===== src/rtl/pattern_if.sv =====
// pattern_if: control/status bundle between the pattern FSM (master) and pattern_datapath (slave).
// PATTERN_PARITY_EN adds the pix_parity/parity_err status pair.
interface pattern_if #(parameter int DATA_W = 12);
  logic b12_enb, b5_enb, cnt_enb, ramp_enb, newLine, BinaryOrGray, delta;
  logic [1:0] Xmode, ValSel;
  logic [DATA_W-1:0] const_val, deltaY, pixel;
  logic pix_valid, endLine, endFrame;
`ifdef PATTERN_PARITY_EN
  logic pix_parity, parity_err;
`endif
  modport master(
    output b12_enb, b5_enb, cnt_enb, ramp_enb, newLine, BinaryOrGray, delta, Xmode, ValSel, const_val, deltaY,
`ifdef PATTERN_PARITY_EN
    input pix_parity, parity_err,
`endif
    input pixel, pix_valid, endLine, endFrame
  );
  modport slave(
    input b12_enb, b5_enb, cnt_enb, ramp_enb, newLine, BinaryOrGray, delta, Xmode, ValSel, const_val, deltaY,
`ifdef PATTERN_PARITY_EN
    output pix_parity, parity_err,
`endif
    output pixel, pix_valid, endLine, endFrame
  );
endinterface


===== src/rtl/pattern_datapath.sv =====
// pattern_datapath: column/row counters, ramp base and pixel accumulator producing the pattern pixel stream.
// Optional PATTERN_PARITY_EN adds registered pixel parity and a sticky parity error flag.
module pattern_datapath #(
  parameter int DATA_W     = 12,
  parameter int TEST_LEN   = 1290,
  parameter int NORMAL_LEN = 4096,
  parameter int ROWS       = 32
) (
  input  logic     clk,
  input  logic     rst_n,
  pattern_if.slave bus
);
  localparam int RW = $clog2(ROWS);
  logic [11:0] col_cnt;
  logic [RW-1:0] row_cnt;
  logic [DATA_W-1:0] acc, ramp_base, step, src, coded;
  logic active, col_inc, col_last, row_last;
  always_comb begin
    step = bus.Xmode[1] ? (bus.Xmode[0] ? DATA_W'(8) : DATA_W'(4)) : (bus.Xmode[0] ? DATA_W'(1) : '0);
    src = bus.ValSel == 2'b00 ? ramp_base :
          bus.ValSel == 2'b01 ? bus.const_val :
          bus.ValSel == 2'b10 ? '1 : acc + step;
    col_inc = active & bus.b12_enb & ~bus.newLine;
    col_last = col_cnt == (bus.BinaryOrGray ? 12'(NORMAL_LEN - 1) : 12'(TEST_LEN - 1));
    row_last = row_cnt == RW'(ROWS - 1);
    coded = bus.BinaryOrGray ? acc ^ (acc >> 1) : acc;
  end
  assign bus.endFrame = row_last;
  always_ff @(posedge clk or negedge rst_n)
    if (!rst_n) begin
      acc <= '0;
      ramp_base <= '0;
      col_cnt <= '0;
      row_cnt <= '0;
      active <= 1'b0;
      bus.pixel <= '0;
      bus.pix_valid <= 1'b0;
      bus.endLine <= 1'b0;
    end else begin
      if (bus.newLine) begin
        acc <= bus.ValSel == 2'b11 ? ramp_base : src;
        col_cnt <= '0;
        active <= 1'b1;
      end else begin
        if (active & bus.cnt_enb) acc <= src;
        // the last column parks the counter and closes the line until the next newLine
        if (col_inc) begin
          if (col_last) active <= 1'b0;
          else col_cnt <= col_cnt + 12'd1;
        end
      end
      bus.endLine <= col_inc & col_last;
      if (bus.endLine & bus.b5_enb) row_cnt <= row_last ? '0 : row_cnt + RW'(1);
      if (bus.endLine & bus.b5_enb & row_last) ramp_base <= '0;
      else if (bus.delta & bus.ramp_enb) ramp_base <= ramp_base + bus.deltaY;
      bus.pixel <= coded;
      bus.pix_valid <= active;
    end
`ifdef PATTERN_PARITY_EN
  always_ff @(posedge clk or negedge rst_n)
    if (!rst_n) begin
      bus.pix_parity <= 1'b0;
      bus.parity_err <= 1'b0;
    end else begin
      bus.pix_parity <= ^coded;
      if (bus.pix_parity != ^bus.pixel) bus.parity_err <= 1'b1;
    end
`endif
endmodule

===== src/flat_wrapper.sv =====
// flat-port wrapper written by rule: the top's interface ports become plain ports
module pattern_datapath_flat 
#(
  parameter int DATA_W     = 12,
  parameter int TEST_LEN   = 1290,
  parameter int NORMAL_LEN = 4096,
  parameter int ROWS       = 32
)
  (clk, rst_n, bus_b12_enb, bus_b5_enb, bus_cnt_enb, bus_ramp_enb, bus_newLine, bus_BinaryOrGray, bus_delta, bus_Xmode, bus_ValSel, bus_const_val, bus_deltaY, bus_pixel, bus_pix_valid, bus_endLine, bus_endFrame);
  pattern_if #(.DATA_W(DATA_W)) bus_i ();
  input  logic clk;
  input  logic rst_n;
  input wire logic [$bits(bus_i.b12_enb)-1:0] bus_b12_enb;
  input wire logic [$bits(bus_i.b5_enb)-1:0] bus_b5_enb;
  input wire logic [$bits(bus_i.cnt_enb)-1:0] bus_cnt_enb;
  input wire logic [$bits(bus_i.ramp_enb)-1:0] bus_ramp_enb;
  input wire logic [$bits(bus_i.newLine)-1:0] bus_newLine;
  input wire logic [$bits(bus_i.BinaryOrGray)-1:0] bus_BinaryOrGray;
  input wire logic [$bits(bus_i.delta)-1:0] bus_delta;
  input wire logic [$bits(bus_i.Xmode)-1:0] bus_Xmode;
  input wire logic [$bits(bus_i.ValSel)-1:0] bus_ValSel;
  input wire logic [$bits(bus_i.const_val)-1:0] bus_const_val;
  input wire logic [$bits(bus_i.deltaY)-1:0] bus_deltaY;
  output wire logic [$bits(bus_i.pixel)-1:0] bus_pixel;
  output wire logic [$bits(bus_i.pix_valid)-1:0] bus_pix_valid;
  output wire logic [$bits(bus_i.endLine)-1:0] bus_endLine;
  output wire logic [$bits(bus_i.endFrame)-1:0] bus_endFrame;
  assign bus_i.b12_enb = bus_b12_enb;
  assign bus_i.b5_enb = bus_b5_enb;
  assign bus_i.cnt_enb = bus_cnt_enb;
  assign bus_i.ramp_enb = bus_ramp_enb;
  assign bus_i.newLine = bus_newLine;
  assign bus_i.BinaryOrGray = bus_BinaryOrGray;
  assign bus_i.delta = bus_delta;
  assign bus_i.Xmode = bus_Xmode;
  assign bus_i.ValSel = bus_ValSel;
  assign bus_i.const_val = bus_const_val;
  assign bus_i.deltaY = bus_deltaY;
  assign bus_pixel = bus_i.pixel;
  assign bus_pix_valid = bus_i.pix_valid;
  assign bus_endLine = bus_i.endLine;
  assign bus_endFrame = bus_i.endFrame;
  pattern_datapath #(.DATA_W(DATA_W), .TEST_LEN(TEST_LEN), .NORMAL_LEN(NORMAL_LEN), .ROWS(ROWS)) u_core (.clk(clk), .rst_n(rst_n), .bus(bus_i));
endmodule

===== config.mk =====
export PLATFORM = sky130hd
export DESIGN_NAME = pattern_datapath_flat
export DESIGN_NICKNAME = d
export VERILOG_FILES = /design/src/rtl/pattern_if.sv /design/src/rtl/pattern_datapath.sv /design/src/flat_wrapper.sv
export SDC_FILE = /design/constraint.sdc
export NUM_CORES = 1
export LEC_CHECK = 0
export ABC_AREA = 1
export ABC_CLOCK_PERIOD_IN_PS = 2150
export CELL_PAD_IN_SITES_DETAIL_PLACEMENT = 0
export CELL_PAD_IN_SITES_GLOBAL_PLACEMENT = 1
export CORE_ASPECT_RATIO = 1.1
export CORE_UTILIZATION = 30
export CTS_CLUSTER_SIZE = 14
export DETAILED_ROUTE_END_ITERATION = 8
export GPL_TIMING_DRIVEN = 0
export PLACE_DENSITY = 0.72
export SLEW_MARGIN = 25
export SYNTH_ARGS = -nofsm -noshare
export SYNTH_HDL_FRONTEND = slang
export SYNTH_SLANG_ARGS = --single-unit

===== constraint.sdc =====
create_clock -name clk -period 2.15 [get_ports clk]
set_input_delay 0.3225 -clock clk [delete_from_list [all_inputs] [get_ports clk]]
set_output_delay 0.3225 -clock clk [all_outputs]
set_load 0.05 [all_outputs]

# ---- Word level (Yosys, flattened, before mapping)
# Cells that the tools add are included.
dict set report classes {
  n_addsub 4
  n_eq_ne 6
  mux 20
  bitwise 9
  reduce_logical 7
}
# cell n
set op_table {}
lappend op_table {{2-to-1 mux 12 bit} 14}
lappend op_table {{adder 12 bit} 2}
lappend op_table {{adder 12 x 1 -> 12 bit (second input constant)} 1}
lappend op_table {{== test 12 bit} 1}
lappend op_table {{bitwise XOR 12 x 11 -> 12 bit} 1}
lappend op_table {{nonzero test 2 bit} 4}
lappend op_table {{bitwise AND 1 bit} 7}
lappend op_table {{adder 5 x 1 -> 5 bit (second input constant)} 1}
lappend op_table {{== test 5 bit (second input constant)} 1}
lappend op_table {{2-to-1 mux 5 bit} 1}
lappend op_table {{== test 2 bit (second input constant)} 2}
lappend op_table {{2-to-1 mux 1 bit} 4}
lappend op_table {{2-to-1 mux 4 bit} 1}
lappend op_table {{AND reduction 2 bit} 2}
lappend op_table {{== test 2 x 1 -> 1 bit (second input constant)} 1}
lappend op_table {{zero test 2 bit} 1}
lappend op_table {{!= test 2 bit (second input constant)} 1}
lappend op_table {{inverter 1 bit} 1}
dict set report word_totals {
  ff_bits 56
  inputBits 37
}

# ---- Logic depth before layout (Yosys ltp)
# Gate-level depths: netlist of the first run.
dict set report depth {
  depth_word 8
  mapped_depth 14
}

# ---- Least setup slack after synthesis of the first run
# No wires, ideal clock.
dict set report synth_timing {
  path_kind {reg-to-reg}
  start {register u_core.row_cnt[0]}
  end {register u_core.ramp_base[0]}
  setup_ns 0.121
  t_arrival_ns 1.802
  t_required_ns 2.029
  slack_ns 0.227
  path_stages_with_launch 9
  path_buffers 0
  synth_period_minus_slack_ns 1.923
  cell_sequence {dfrtp_1 > ha_1 > nand2_1 > nor2_1 > ha_1 > nand2_1 > nand2_1 > inv_1 > a22o_1}
}
dict set report synth_via {
  elab_chain_len 3
}
# element line
set synth_lines {}
lappend synth_lines {{start: declaration} pattern_datapath.sv:15} ;# logic [RW-1:0] row_cnt;
lappend synth_lines {{start signal: assignment} pattern_datapath.sv:53} ;# if (bus.endLine & bus.b5_enb) row_cnt <= row_last ? '0 : row_cnt + RW'(1);
lappend synth_lines {{== test 5 bit *} pattern_datapath.sv:25} ;# row_last = row_cnt == RW'(ROWS - 1);
lappend synth_lines {{via bus_endFrame} flat_wrapper.sv:27} ;# output wire logic [$bits(bus_i.endFrame)-1:0] bus_endFrame;
lappend synth_lines {{bitwise AND 1 bit *} pattern_datapath.sv:54} ;# if (bus.endLine & bus.b5_enb & row_last) ramp_base <= '0;
lappend synth_lines {{2-to-1 mux 12 bit or nonzero test 2 bit (tied branches)} n/a}
lappend synth_lines {{end signal: assignment} pattern_datapath.sv:55} ;# else if (bus.delta & bus.ramp_enb) ramp_base <= ramp_base + bus.deltaY;
lappend synth_lines {{end: declaration} pattern_datapath.sv:16} ;# logic [DATA_W-1:0] acc, ramp_base, step, src, coded;
# Mark *: on every way through the listed nets, which the timed path passes. The rest lies on a longest branch.
# A chain may end at the register's enable or synchronous reset.

# ---- Final worst setup path of the first run
dict set report layout_timing {
  start {input port bus_Xmode[0]}
  end {register u_core.acc[6]}
}
dict set report layout_via {
  elab_chain_len 8
}
# element line
set layout_lines {}
lappend layout_lines {{start: declaration} flat_wrapper.sv:20} ;# input wire logic [$bits(bus_i.Xmode)-1:0] bus_Xmode;
lappend layout_lines {{2-to-1 mux 1 bit or 2-to-1 mux 4 bit (tied branches)} pattern_datapath.sv:19} ;# step = bus.Xmode[1] ? (bus.Xmode[0] ? DATA_W'(8) : DATA_W'(4)) : (bus.Xmode[0] ? DATA_W'(1) : '0);
lappend layout_lines {{2-to-1 mux 12 bit *} pattern_datapath.sv:19}
lappend layout_lines {{adder 12 bit *} pattern_datapath.sv:22} ;# bus.ValSel == 2'b10 ? '1 : acc + step;
lappend layout_lines {{2-to-1 mux 12 bit *} pattern_datapath.sv:22}
lappend layout_lines {{2-to-1 mux 12 bit *} pattern_datapath.sv:21} ;# bus.ValSel == 2'b01 ? bus.const_val :
lappend layout_lines {{2-to-1 mux 12 bit *} pattern_datapath.sv:20} ;# src = bus.ValSel == 2'b00 ? ramp_base :
lappend layout_lines {{2-to-1 mux 12 bit (on tied branches)} {pattern_datapath.sv:45, pattern_datapath.sv:41}}
lappend layout_lines {{2-to-1 mux 12 bit *} pattern_datapath.sv:40} ;# if (bus.newLine) begin
lappend layout_lines {{end signal: assignment} pattern_datapath.sv:41} ;# acc <= bus.ValSel == 2'b11 ? ramp_base : src;
lappend layout_lines {{end signal: assignment} pattern_datapath.sv:45} ;# if (active & bus.cnt_enb) acc <= src;
lappend layout_lines {{end: declaration} pattern_datapath.sv:16}
# Every way passes the cells marked *; elsewhere a longest branch is shown, timed or not. The select of a mux whose other input is x is not followed.

==> flow_summary.toml, run 1 <==
[timing]
finalClockSkew_ns = 0.00547
fin_crit_sh = 0.920
hold-worst-slack_ns = 0.418
period_minus_slack_ns = 1.98
rsz0062_at_grt = "false"
setup_violations = 0
relSlewSlack = 0.655
fmax_ghz = 0.505
slew_violations = 0
timing.final.ws_setup_ns = 0.171
tightest_slew_ns = 0.518
hold_violations = 0

[setup_path]
critPathMaxFanout = 5
rr_endpoint = "u_core.ramp_base[6]$_DFFE_PN0P_"
critPathLaunchType = "primary input"
path_buf_inv = 2
cp_cell_sequence = "clkdlybuf4s50_1, inv_1, nor2_1, ha_1, ha_1, nand2_1, nand2_1, nand2_1, nand3_1, o21ai_0, nand2_1, nand2_1, nand2_1"
endpoint_kind = "register"
regToRegStartpoint = "u_core.row_cnt[0]$_DFFE_PN0P_"
critPathTopFamily = "simple AND/OR/NAND/NOR gates"
cp.arrival_ns = 2.21
worst-r2r-setup-slack_ns = 0.25
criticalPathCategory = "primary input to register"
r2r_cells = 9
critPathRequiredTime_ns = 2.38
slowest_stage = "clkdlybuf4s50_1"
cp_common_cell = "nand2_1"
slowest_delay_ns = 0.50

[clocking]
cts_tree = "yes"
clkTransAtPathRegs_ns = 0.07
cts_max_path_buffers = 2
clk_latency_ns = 0.29
cts-htree-levels = 2
cts_setup_buffers = 0
clkSinkCount = 56
cts_buffers = 5
cts-root-buf = "clkbuf_16"

[grt]
grt_max_degree = 45
grt_pass1_wl_mm = 17.8
globalRouteTotalUtil = 0.166
grt_pass1_vias = 3642
overflow = 0
antenna_found_initial = 0

[cells_and_area]
fin_area_mm2 = 0.00474
layout-drive-gt1-share = 0.0548
stdcell_count = 778
multiInputGateArea_mm2 = 0.00214
register_area_mm2 = 0.00140
fin_util = 0.376
syn_to_final_growth_pct = 22.1
diodes = 0
fill_cells = 1383
fin_nets = 685

[routing]
wl_met3_um = 381
routedWlPerCell_um = 13.3
drc = 0
firstDrtPassIters = 4
dr_wl_met2_mm = 4.97
viasPerCell = 4.75
ant_nets = 0
wl_mm = 10.4
drt_first_iter_violations = 187
dr.max_layer_used = "met4"
via_count = 3692
wl_met1_mm = 4.90

[yosys]
avgSynthCellArea_um2 = 6.88
yosys_warnings = 0
synthesis.nets = 626
syn_inst = 564
seq_area_frac_synth = 0.361
post_synth_num_cell_types = 32
synth_area_mm2 = 0.00388
ys_ff_latch = 56

[placement]
place.gp.congestion = 0.853
dp.cells = 772
place_area_mm2 = 0.00460
io_buffers = 50
place_ws_ns = -0.139
place_hpwl_mm = 8.18

[die]
dieArea_mm2 = 0.0134
die_y_um = 121
start_util = 0.308
rows = 43
ios = 52
die_w_um = 110
core-area_mm2 = 0.0126

[power_and_ir_drop]
max-vdd-ir-drop_uv = 344
p_leak_nw = 2.38
power_density_mw_per_mm2 = 881

[job]
maxCapViolCount = 0

[outcome]
status = "finished clean"

[min_path]
hold_path_class = "primary input to async pin"
## layer usage
metal	vias up	track usage
met3	9	0.0260
met1	1683	0.216
met2	65	0.288
li1	1935	-
met5	-	0
met4	0	0.0425
## how the worst max path moves through the flow
stage / slack (ns) / cells past startpoint / to / from
after floorplan: 0.23 / 8 / u_core.ramp_base[0]$_DFFE_PN0P_ / u_core.row_cnt[0]$_DFFE_PN0P_
after global placement: -1.18 / 1 / u_core.col_cnt[2]$_DFFE_PN0P_ / rst_n
after detailed placement: -0.14 / 13 / u_core.acc[6]$_DFFE_PN0P_ / bus_Xmode[0]
after CTS: 0.01 / 5 / bus_endFrame / u_core.row_cnt[0]$_DFFE_PN0P_
after global routing: 0.003 / 13 / u_core.acc[6]$_DFFE_PN0P_ / bus_Xmode[0]
final: 0.17 / 13 / u_core.acc[6]$_DFFE_PN0P_ / bus_Xmode[0]
## layout by cell type, fill, tap and decap left out, types with 7 or more instances in the layout
cell type | synthesis | layout
nand2_1 | 186 | 186
inv_1 | 68 | 68
dfrtp_1 | 56 | 56
nand3_1 | 55 | 55
nor2_1 | 50 | 50
clkdlybuf4s50_1 | 0 | 47
o21ai_0 | 33 | 33
a21oi_1 | 23 | 23
ha_1 | 24 | 23
nand4_1 | 7 | 7
o21ai_1 | 7 | 7
## report_power, final
part / switching [W] / total (W) / internal (W)
combinational: 0.00118 / 0.00189 / 0.000701
clock: 0.000362 / 0.000775 / 0.000414
sequential: 0.000222 / 0.00151 / 0.00129
total: 0.00177 / 0.00417 / 0.00240
## logic make-up after synthesis
logic type,synth area share
DFF,0.361
AOI/OAI and AO/OA,0.112
buffers and inverters,0.0871
xor gates and xnor gates,0.0158
adders and majority gates,0.0826
and+or+nand+nor,0.341
## area by class of cell
| cell class | instances | area share |
|---|---|---|
| sequential | 56 | 0.296 |
| timing repair buffer | 52 | 0.113 |
| clock buffer | 5 | 0.0264 |
| tap | 157 | 0.0415 |
| multi-input combinational | 425 | 0.452 |
| buffer | 10 | 0.0135 |
| inverter | 73 | 0.0579 |
## synthesized netlist by cell type
master    number  area, um^2
o22ai_1        6        37.5
nand2_2        3        18.8
a21oi_2        1        8.76
a22o_1         1        8.76
nor3_2         4        40.0
nand2_1      186         698
o21ai_2        1        8.76
a22oi_1        1        7.51
o221ai_1       2        17.5
xor2_1         6        52.6
o21a_1         1        7.51
o211ai_1       2        15.0
nor3_1         4        20.0
o21ai_1        7        35.0
nand3_1       55         275
dfrtp_1       56        1400
nand4_1        7        43.8
inv_1         68         255
buf_2          3        15.0
o21ai_0       33         165
inv_2          5        18.8
fa_1           1        20.0
o21bai_1       1        7.51
clkbuf_1       4        15.0
nor2_1        50         188
a21oi_1       23         115
ha_1          24         300
nand2_4        1        11.3
or2_2          3        18.8
buf_6          3        33.8
xnor2_1        1        8.76
nand3_2        1        10.0
## through the flow
| stage | setup TNS [ns] | power, W |
|---|---|---|
| 2_1_floorplan | 0 | 0.00282 |
| 3_3_place_gp | -66.43 | 0.00340 |
| 3_5_place_dp | -0.714 | 0.00342 |
| 4_1_cts | 0 | 0.00422 |
| 5_1_grt | 0 | 0.00455 |
| 6_report | 0 | 0.00417 |
## flip-flops by register name (all words and copies together) (netlist names)
| name | cells |
|---|---|
| u_core.bus.pix_valid | 1 |
| u_core.col_cnt | 12 |
| u_core.bus.endLine | 1 |
| u_core.acc | 12 |
| u_core.row_cnt | 5 |
| u_core.active | 1 |
| u_core.bus.pixel | 12 |
| u_core.ramp_base | 12 |
## what timing repair did
| item | 4_1_cts | 5_1_grt |
|---|---|---|
| endpoints found under the setup margin | 1 | 3 |
| hold buffers | 1 | 0 |
| pin swaps | 0 | 0 |
| resized for setup | 1 | 4 |
| hold endpoints to repair | 12 | 0 |
| cloned | 0 | 0 |
Power figures use the tool's default switching activity.
==> run 2: changes to the inputs <==
- CTS_CLUSTER_SIZE: 14 -> 24
==> results of run 2 <==
Same layout as run 1: the final DEF is identical, and so are final timing and power.
